### src/rtl/regfile_pkg.sv
// Shared definitions for the multi-port register file and its neighbours
// (decode/issue and writeback use RF_XLEN as their common data width).
//   rf_state_e : top-level state, SWEEP (post-reset zeroing) or RUN
//   rf_aw()    : address width for a given register count
package regfile_pkg;

  localparam int RF_XLEN = 32;

  typedef enum logic {
    SWEEP = 1'b0,
    RUN   = 1'b1
  } rf_state_e;

  function automatic int rf_aw(input int nregs);
    return $clog2(nregs);
  endfunction

endpackage

### src/rtl/regfile_mp_if.sv
// Bus between issue/writeback (master) and the register file (slave).
//   rd_addr/rd_data/rd_busy : NRD read ports, port i at [i*AW +: AW] / [i*XLEN +: XLEN]
//   wr_en/wr_addr/wr_data   : NWR write ports
//   iss_valid/iss_rd        : mark a destination register busy
//   ready                   : 1 once the post-reset zeroing sweep is done
interface regfile_mp_if
  import regfile_pkg::*;
#(
  parameter int XLEN  = RF_XLEN,
  parameter int NREGS = 32,
  parameter int NRD   = 2,
  parameter int NWR   = 1
);
  localparam int AW = rf_aw(NREGS);

  logic [NRD*AW-1:0]   rd_addr;
  logic [NRD*XLEN-1:0] rd_data;
  logic [NRD-1:0]      rd_busy;
  logic [NWR-1:0]      wr_en;
  logic [NWR*AW-1:0]   wr_addr;
  logic [NWR*XLEN-1:0] wr_data;
  logic                iss_valid;
  logic [AW-1:0]       iss_rd;
  logic                ready;

  modport master (
    output rd_addr, wr_en, wr_addr, wr_data, iss_valid, iss_rd,
    input  rd_data, rd_busy, ready
  );

  modport slave (
    input  rd_addr, wr_en, wr_addr, wr_data, iss_valid, iss_rd,
    output rd_data, rd_busy, ready
  );

endinterface

### src/rtl/regfile_sb.sv
// Per-register busy scoreboard.
//   iss_valid_i/iss_rd_i : set busy[iss_rd] (x0 ignored)
//   wr_en_i/wr_addr_i    : clear busy of every written register
//   rd_addr_i/rd_busy_o  : NRD combinational lookups; with BYPASS a same-cycle
//                          write to the looked-up register reads as not busy
// Callers must gate wr_en_i/iss_valid_i while the file is not in RUN.
module regfile_sb
  import regfile_pkg::*;
#(
  parameter int NREGS  = 32,
  parameter int NRD    = 2,
  parameter int NWR    = 1,
  parameter int BYPASS = 1,
  localparam int AW    = rf_aw(NREGS)
) (
  input  logic              clk,
  input  logic              rst_n,
  input  logic              iss_valid_i,
  input  logic [AW-1:0]     iss_rd_i,
  input  logic [NWR-1:0]    wr_en_i,
  input  logic [NWR*AW-1:0] wr_addr_i,
  input  logic [NRD*AW-1:0] rd_addr_i,
  output logic [NRD-1:0]    rd_busy_o
);

  logic [NREGS-1:0] busy_q, busy_d;
  logic [AW-1:0]    look_addr;
  logic             look_hit;

  // Clears first, then the issue: an issue and a write to the same register
  // in one cycle leave it busy, because the issued instruction is the newer
  // producer.
  // NOTE: every variable written in an always_comb gets a value at the top of
  // the block, so no path can leave it unassigned and infer a latch.
  always_comb begin
    busy_d = busy_q;
    for (int j = 0; j < NWR; j++) begin
      if (wr_en_i[j] && (wr_addr_i[j*AW +: AW] != '0)) begin
        busy_d[wr_addr_i[j*AW +: AW]] = 1'b0;
      end
    end
    if (iss_valid_i && (iss_rd_i != '0)) begin
      busy_d[iss_rd_i] = 1'b1;
    end
    busy_d[0] = 1'b0;
  end

  // NOTE: sequential state is updated with non-blocking assignments so every
  // register samples its pre-edge inputs regardless of process order.
  always_ff @(posedge clk or negedge rst_n) begin
    if (!rst_n) begin
      busy_q <= '0;
    end else begin
      busy_q <= busy_d;
    end
  end

  always_comb begin
    rd_busy_o = '0;
    look_addr = '0;
    look_hit  = 1'b0;
    for (int i = 0; i < NRD; i++) begin
      look_addr = rd_addr_i[i*AW +: AW];
      look_hit  = 1'b0;
      for (int j = 0; j < NWR; j++) begin
        if (wr_en_i[j] && (wr_addr_i[j*AW +: AW] == look_addr)) begin
          look_hit = 1'b1;
        end
      end
      rd_busy_o[i] = busy_q[look_addr] & ~((BYPASS != 0) && look_hit);
    end
  end

endmodule

### src/rtl/regfile_mp.sv
// Parametrised multi-port integer register file with hardwired x0,
// optional write->read bypass, busy scoreboard and post-reset zeroing sweep.
//   clk, rst_n : clock (rising edge) and asynchronous active-low reset
//   bus        : regfile_mp_if slave port (reads, writes, issues, ready)
// After reset the file spends NREGS-1 cycles writing zero into x1..xN-1;
// writes and issues are ignored and reads return 0/not-busy until ready.
module regfile_mp
  import regfile_pkg::*;
#(
  parameter int XLEN   = RF_XLEN,
  parameter int NREGS  = 32,
  parameter int NRD    = 2,
  parameter int NWR    = 1,
  parameter int BYPASS = 1
) (
  input  logic         clk,
  input  logic         rst_n,
  regfile_mp_if.slave  bus
);

  localparam int AW = rf_aw(NREGS);

  rf_state_e           state_q, state_d;
  logic [AW-1:0]       ptr_q, ptr_d;
  logic                run;
  logic [NWR-1:0]      wr_en_run;
  logic                iss_run;
  logic [NRD-1:0]      sb_busy;
  logic [NRD*XLEN-1:0] rd_data_c;
  logic [AW-1:0]       rd_a;
  logic [XLEN-1:0]     rd_word;

  // x0 is never stored.
  logic [XLEN-1:0] mem [NREGS-1:1];

  // ---------------------------------------------------------------- sweep FSM
  always_comb begin
    state_d = state_q;
    ptr_d   = ptr_q;
    if (state_q == SWEEP) begin
      ptr_d = ptr_q + AW'(1);
      if (ptr_q == AW'(NREGS - 1)) begin
        state_d = RUN;
      end
    end
  end

  always_ff @(posedge clk or negedge rst_n) begin
    if (!rst_n) begin
      state_q <= SWEEP;
      ptr_q   <= AW'(1);
    end else begin
      state_q <= state_d;
      ptr_q   <= ptr_d;
    end
  end

  assign run       = (state_q == RUN);
  assign wr_en_run = run ? bus.wr_en : '0;
  assign iss_run   = run & bus.iss_valid;
  assign bus.ready = run;

  // ------------------------------------------------------------------- array
  // NOTE: the storage array has no reset; clearing it is the sweep's job, which
  // keeps it mappable onto plain RAM/flop arrays without a reset tree.
  // Ports are applied in ascending order, so the highest colliding port's
  // assignment is the one that lands.
  always_ff @(posedge clk) begin
    if (!run) begin
      mem[ptr_q] <= '0;
    end else begin
      for (int j = 0; j < NWR; j++) begin
        if (wr_en_run[j] && (bus.wr_addr[j*AW +: AW] != '0)) begin
          mem[bus.wr_addr[j*AW +: AW]] <= bus.wr_data[j*XLEN +: XLEN];
        end
      end
    end
  end

  // -------------------------------------------------------------- read muxes
  always_comb begin
    rd_data_c = '0;
    rd_a      = '0;
    rd_word   = '0;
    for (int i = 0; i < NRD; i++) begin
      rd_a    = bus.rd_addr[i*AW +: AW];
      rd_word = '0;
      if (run && (rd_a != '0)) begin
        rd_word = mem[rd_a];
        if (BYPASS != 0) begin
          for (int j = 0; j < NWR; j++) begin
            if (wr_en_run[j] && (bus.wr_addr[j*AW +: AW] == rd_a)) begin
              rd_word = bus.wr_data[j*XLEN +: XLEN];
            end
          end
        end
      end
      rd_data_c[i*XLEN +: XLEN] = rd_word;
    end
  end

  assign bus.rd_data = rd_data_c;

  // --------------------------------------------------------------- scoreboard
  regfile_sb #(
    .NREGS  (NREGS),
    .NRD    (NRD),
    .NWR    (NWR),
    .BYPASS (BYPASS)
  ) u_sb (
    .clk         (clk),
    .rst_n       (rst_n),
    .iss_valid_i (iss_run),
    .iss_rd_i    (bus.iss_rd),
    .wr_en_i     (wr_en_run),
    .wr_addr_i   (bus.wr_addr),
    .rd_addr_i   (bus.rd_addr),
    .rd_busy_o   (sb_busy)
  );

  assign bus.rd_busy = run ? sb_busy : '0;

endmodule

### src/flat_wrapper.sv
// flat-port wrapper written by rule: the top's interface ports become plain ports
module regfile_mp_flat import regfile_pkg::*;
#(
  parameter int XLEN   = RF_XLEN,
  parameter int NREGS  = 32,
  parameter int NRD    = 2,
  parameter int NWR    = 1,
  parameter int BYPASS = 1
)
  (clk, rst_n, bus_rd_addr, bus_wr_en, bus_wr_addr, bus_wr_data, bus_iss_valid, bus_iss_rd, bus_rd_data, bus_rd_busy, bus_ready);
  regfile_mp_if #(.XLEN(XLEN), .NREGS(NREGS), .NRD(NRD), .NWR(NWR)) bus_i ();
  input  logic clk;
  input  logic rst_n;
  input wire logic [$bits(bus_i.rd_addr)-1:0] bus_rd_addr;
  input wire logic [$bits(bus_i.wr_en)-1:0] bus_wr_en;
  input wire logic [$bits(bus_i.wr_addr)-1:0] bus_wr_addr;
  input wire logic [$bits(bus_i.wr_data)-1:0] bus_wr_data;
  input wire logic [$bits(bus_i.iss_valid)-1:0] bus_iss_valid;
  input wire logic [$bits(bus_i.iss_rd)-1:0] bus_iss_rd;
  output wire logic [$bits(bus_i.rd_data)-1:0] bus_rd_data;
  output wire logic [$bits(bus_i.rd_busy)-1:0] bus_rd_busy;
  output wire logic [$bits(bus_i.ready)-1:0] bus_ready;
  assign bus_i.rd_addr = bus_rd_addr;
  assign bus_i.wr_en = bus_wr_en;
  assign bus_i.wr_addr = bus_wr_addr;
  assign bus_i.wr_data = bus_wr_data;
  assign bus_i.iss_valid = bus_iss_valid;
  assign bus_i.iss_rd = bus_iss_rd;
  assign bus_rd_data = bus_i.rd_data;
  assign bus_rd_busy = bus_i.rd_busy;
  assign bus_ready = bus_i.ready;
  regfile_mp #(.XLEN(XLEN), .NREGS(NREGS), .NRD(NRD), .NWR(NWR), .BYPASS(BYPASS)) u_core (.clk(clk), .rst_n(rst_n), .bus(bus_i));
endmodule
### config.mk
export PLATFORM = sky130hd
export DESIGN_NAME = regfile_mp_flat
export DESIGN_NICKNAME = d
export VERILOG_FILES = /design/src/rtl/regfile_pkg.sv /design/src/rtl/regfile_mp_if.sv /design/src/rtl/regfile_sb.sv /design/src/rtl/regfile_mp.sv /design/src/flat_wrapper.sv
export SDC_FILE = /design/constraint.sdc
export NUM_CORES = 2
export LEC_CHECK = 0
export BUFFER_PORTS_ARGS = -buffer_cell sky130_fd_sc_hd__buf_2
export CORE_ASPECT_RATIO = 1.2
export CORE_MARGIN = 4
export CORE_UTILIZATION = 40
export DETAILED_ROUTE_END_ITERATION = 10
export GPL_TIMING_DRIVEN = 0
export SYNTH_ARGS = -nofsm -noshare
export SYNTH_HDL_FRONTEND = slang
export SYNTH_SLANG_ARGS = --single-unit
### constraint.sdc
create_clock -name clk -period 4.4 [get_ports clk]
set_input_delay 0.88 -clock clk [delete_from_list [all_inputs] [get_ports clk]]
set_output_delay 0.88 -clock clk [all_outputs]
set_load 0.1 [all_outputs]
=== After elaboration in Yosys (flattened, before gate mapping) ===
Memory sizes are Yosys's and may differ from the RTL's.
Cells that the tools add are included.

* Add/sub/neg operators: 1
* $lt $le $gt $ge: 6
* Equal/unequal tests: 3
* Muxes and demuxes: 27
* Bitwise operators: 8
* Reduce and logical (&&, ||, !) cells: 13

{| class="wikitable"
|+ Operators with widths
! cell !! number
|-
| $mux W32 || 7
|-
| $and A32 B32 Y32 || 1
|-
| $not A32 Y32 || 1
|-
| $or A32 B32 Y32 || 1
|-
| $reduce_or A32 Y1 || 1
|-
| $lt A5 B6 Y1 const B || 4
|-
| $reduce_bool A5 Y1 || 4
|-
| $mux W1 || 14
|-
| $bmux W1 S5 || 2
|-
| $demux W1 S5 || 2
|-
| $eq A5 B5 Y1 || 2
|-
| $ge A5 B1 Y1 const B || 2
|-
| $logic_and A1 B1 Y1 || 8
|-
| $add A5 B1 Y5 const B || 1
|-
| $eq A5 B5 Y1 const B || 1
|-
| $mux W5 || 1
|-
| $and A1 B1 Y1 || 3
|-
| $mux W2 || 1
|-
| $not A1 Y1 || 2
|}

* Register bits: 37
* RAM bits: 992
* Input bits: 56
* Output and inout bits: 67
* Word-level logic and storage cells: 62
* Memories: 1

{| class="wikitable"
|+ Memories
! memory !! words !! bits a word !! read ports !! clocked after memory_dff !! wr ports !! line !! text
|-
| u_core.mem || 31 || 32 || 2 || 0 || 1 || regfile_mp.sv:34 || <nowiki>logic [XLEN-1:0] mem [NREGS-1:1];</nowiki>
|}

=== Longest topological paths before layout ===
* Depth in word-level cells: 9
* Mapped depth: 9
* Mapped depth without buffers: 5

=== Modules after synthesis ===
A second synthesis with hierarchy kept.

* Cell total of the unflattened synthesis: 2,711
* Area, all modules: 49,641.4 um^2

{| class="wikitable"
|+ Modules (own cells, without submodules)
! module !! instances !! cells an instance !! area an instance (um^2)
|-
| regfile_mp || 1 || 2,509 || 47,606.9
|-
| regfile_sb || 1 || 202 || 2,034.5
|}

=== Worst setup path before layout ===
Ideal clock, no wire load.

* Kind: input-to-output
* Start point: input bus_rd_addr[0]
* End point: output bus_rd_data[16]
* Arrival time: 5,085 ps
* Data required time: 3,520 ps
* Setup slack: -1,565 ps
* Stages: 8
* Cell sequence: buf_4 > buf_6 > and2_1 > buf_2 > buf_6 > a221oi_1 > a221oi_1 > o41ai_1

* Cells in the longest elaborated chain, start to end: 4
* Elaborated cells on any way between the ends: 7
* Those cells by class: eq/ne (1); mux (2); reduce/logical (3); memory (1)

{| class="wikitable"
|+ RTL lines
! item !! line !! text
|-
| from (decl) || flat_wrapper.sv:14 || <nowiki>input wire logic [$bits(bus_i.rd_addr)-1:0] bus_rd_addr;</nowiki>
|-
| branches (longest 3 deep; another with $mem_v2 Z31 W32) || - ||
|-
| $mux W32 (*) || regfile_mp.sv:88 || <nowiki>if (run && (rd_a != '0)) begin</nowiki>
|-
| to (decl) || flat_wrapper.sv:20 || <nowiki>output wire logic [$bits(bus_i.rd_data)-1:0] bus_rd_data;</nowiki>
|}

Mark *: on every way between the ends.

=== Worst setup path after layout ===
* Start point: input bus_rd_addr[3]
* End point: output bus_rd_data[0]

Same word-level chain as after synthesis.

==> reports/qor.txt <==
CP Class: input pin to output pin
Ys flop type: edfxtp_1
Crit-path cells: buf_2 -> buf_4 -> clkinvlp_4 -> clkbuf_2 -> clkbuf_2 -> a21oi_1 -> o21ai_0 -> a22o_1 -> buf_4
Crit-path max FO: 10
Status: finished with violations
GPL Wtd Cong: 0.984
Yosys reg bits: 1029
Critical path endpoint category: output pin
Synth-to-layout area growth: 15.7%
Worst Tran Pin Value: 1.31 ns
Slew margin rel.: 12.7%
Clk buf depth: 3
Peak supply drop: 0.000283 V
Worst Skew: 0.0160 ns
Largest net degree at the start of global routing: 38
Crit path buffers/inverters: 6
FF+latch area: 0.0307 mm2
Final wirelength: 194 mm
Cell area after layout: 0.0564 mm2
Via Count: 32700
CP peak stage delay: 0.43 ns
Critical-path top delay cell: a21oi_1
# rows: 140
TritonCTS buffer count: 102
Dpl hpwl: 137 mm
Endpoints failing setup: 21
Synthesized area per cell: 17.6 um2
Initial antenna violation count: 9
Async SR Flop Fraction: 3.60%
Clock latency on the worst-skew pair: 0.71 ns
Root Buffer: clkbuf_16
CTS sink count: 1029
Placed Area: 0.0525 mm2
Pre-antenna DRT Iters: 6
Violated checks: negative setup slack
Min-delay worst type: input pin to async pin
Number of enable flip-flop cells after synthesis: 992
Tcrit/Tclk final: 102%
Yosys warns: 0
Drc violations: 0
Vias in the first global route: 32100
H-tree depth: 3
Die ar.: 0.128 mm2
Mapped Cells: 2775
Die height: 391 um
PnR Total Power: 22.6 mW
Crit path arrival time: 3.63 ns
Area occupied by multi-input gates: 0.0174 mm2
Synth Cell Area: 0.0488 mm2
Fill cells: 10300
Fin. max-slew vios: 0
Total power per unit cell area: 400 mW/mm2
Tmin final: 4.51 ns
Fmax: 222 MHz
Clock slew at reported path FFs: 0.06 ns
P_leak: 19.7 nW
DRT antenna net count: 0
Wirelength per Cell: 40.7 um
Setup WS post-layout: -0.106 ns
Hold_buf cts: 0
Nets@finish: 3088
CTS tree: yes
Final Core Density: 46.6%
Starting density of the core: 40.2%
I/O Buffers: 115
Count of max-cap constraint violations: 0
Req. time, crit path: 3.52 ns
Register area share after synthesis: 63.0%
Yosys cell types: 51
Overall Global Routing Usage: 29.8%
I/O pins: 123
Vias per cell: 6.88
Syn nets: 2833
Layout cells sized above 1: 33.5%
CP Launch Type: input pin
Gr ovfl total: 0
Core Area: 0.121 mm2
Final hold vios: 0
Initial DRC Count: 4946
Die Wd: 327 um
Setup WS pre-CTS: -0.929 ns
Top cell family by delay on the critical path: buffers and inverters
Global-route wire length before repair: 262 mm
[metrics by stage]
step | TNS (ns) | hold slack (ns) | cells
CTS | -0.0742 | 0.307 | 4742
floorplan | -2.26 | 0.482 | 2775
finish | -0.864 | 0.311 | 4751
global route | -0.0173 | 0.372 | 4742
detailed placement | -94.16 | 0.507 | 4559
global placement | -1868.60 | 0.500 | 4523
[power breakdown]
group,internal (mW),total [mW],switching [mW]
combinational,0.796,2.94,2.15
sequential,10.8,10.8,0.0301
clock,4.89,8.79,3.90
total,16.5,22.6,6.08
[Yosys cell counts, drive strengths merged (4+ instances only)]
library cell / n / area, um2
a2111oi: 13 / 114
a211oi: 71 / 533
a21oi: 60 / 300
a221oi: 44 / 404
a22o: 21 / 184
a22oi: 116 / 871
a32oi: 13 / 114
and2: 35 / 219
buf: 139 / 910
clkbuf: 95 / 357
dfrtp: 36 / 901
edfxtp: 992 / 29800
inv: 4 / 15.0
mux2: 30 / 338
mux2i: 179 / 1790
mux4: 401 / 9030
nand2: 76 / 285
nand3: 76 / 380
nand3b: 13 / 97.6
nor2: 109 / 409
nor2b: 6 / 37.5
nor3: 28 / 140
o2111a: 32 / 360
o21ai: 87 / 435
o221ai: 13 / 114
o22ai: 32 / 200
o41ai: 13 / 114
or3: 4 / 25.0
xnor2: 9 / 78.8
xor2: 4 / 35.0
[layout make-up]
cell class	count	share of cell area, %
Antenna cell	10	0.0443
Timing Repair Buffer	154	2.58
Inverter	6	0.0554
Buffer	231	2.72
Multi-Input combinational cell	1506	30.8
Clock inverter	64	1.04
Sequential cell	1029	54.4
Clock buffer	118	4.70
Tap cell	1633	3.62
[sequential cells by signal, indices dropped and copies added, names as in the netlist]
name	cells
u_core.mem	992
u_core.u_sb.busy_q	31
u_core.ptr_q	5
u_core.bus.ready	1
[metal layers]
layer | routed length [um] | share of wire [%] | up-vias | GRT usage [%]
met4 | 12800 | 6.6 | 6 | 16.4
met1 | 67800 | 35 | 17100 | 36.5
li1 | - | - | 12400 | -
met2 | 89800 | 46 | 2554 | 47.2
met5 | 37 | 0.019 | - | 0
met3 | 23200 | 12 | 622 | 9.05
[logic make-up after synthesis]
group	after synthesis	synth area share [%]
flip-flops	1029	63.0
buffers and inverters	240	2.64
multiplexers	610	22.9
adder cells (fa/ha/maj)	2	0.0513
XOR/XNOR	13	0.233
AO/OA/AOI/OAI	522	7.79
AND/OR/NAND/NOR	359	3.45
[what timing repair did]
action | in CTS | in global routing
setup buffers | 2 | 1
pin swaps | 0 | 2
resized for setup | 227 | 63
endpoints found under the setup margin | 66 | 96
[path summary, 6_finish.rpt]
check	startpoint	end	slack, ns	depth (start not counted)
worst max-delay path	bus_rd_addr[3]	bus_rd_data[0]	-0.11	9
worst min-delay path	rst_n	u_core.u_sb.busy_q[23]$_DFF_PN0_	0.31	1
worst max register to register	u_core.bus.ready$_DFF_PN0_	u_core.mem[21][15]$_DFFE_PP_	0.61	7
worst min register to register	u_core.ptr_q[0]$_DFFE_PN1N_	u_core.ptr_q[0]$_DFFE_PN1N_	0.51	1
max in group asynchronous	rst_n	u_core.ptr_q[3]$_DFFE_PN0N_	3.51	1
min in group clk	bus_iss_rd[1]	u_core.u_sb.busy_q[4]$_DFF_PN0_	0.41	2
[cells in the final DEF (no fill, tap or decap), types with 35 or more instances in the layout]
master	n
a211oi_1	71
a21oi_1	54
a221oi_1	35
a22oi_1	115
buf_2	112
buf_4	99
clkbuf_1	36
clkbuf_16	104
clkbuf_2	50
dfrtp_1	36
edfxtp_1	992
mux2i_1	179
mux4_2	401
nand2_1	76
nand3_1	73
nor2_1	77
o21ai_0	74
No activity file was read; power rests on OpenSTA's default activity.
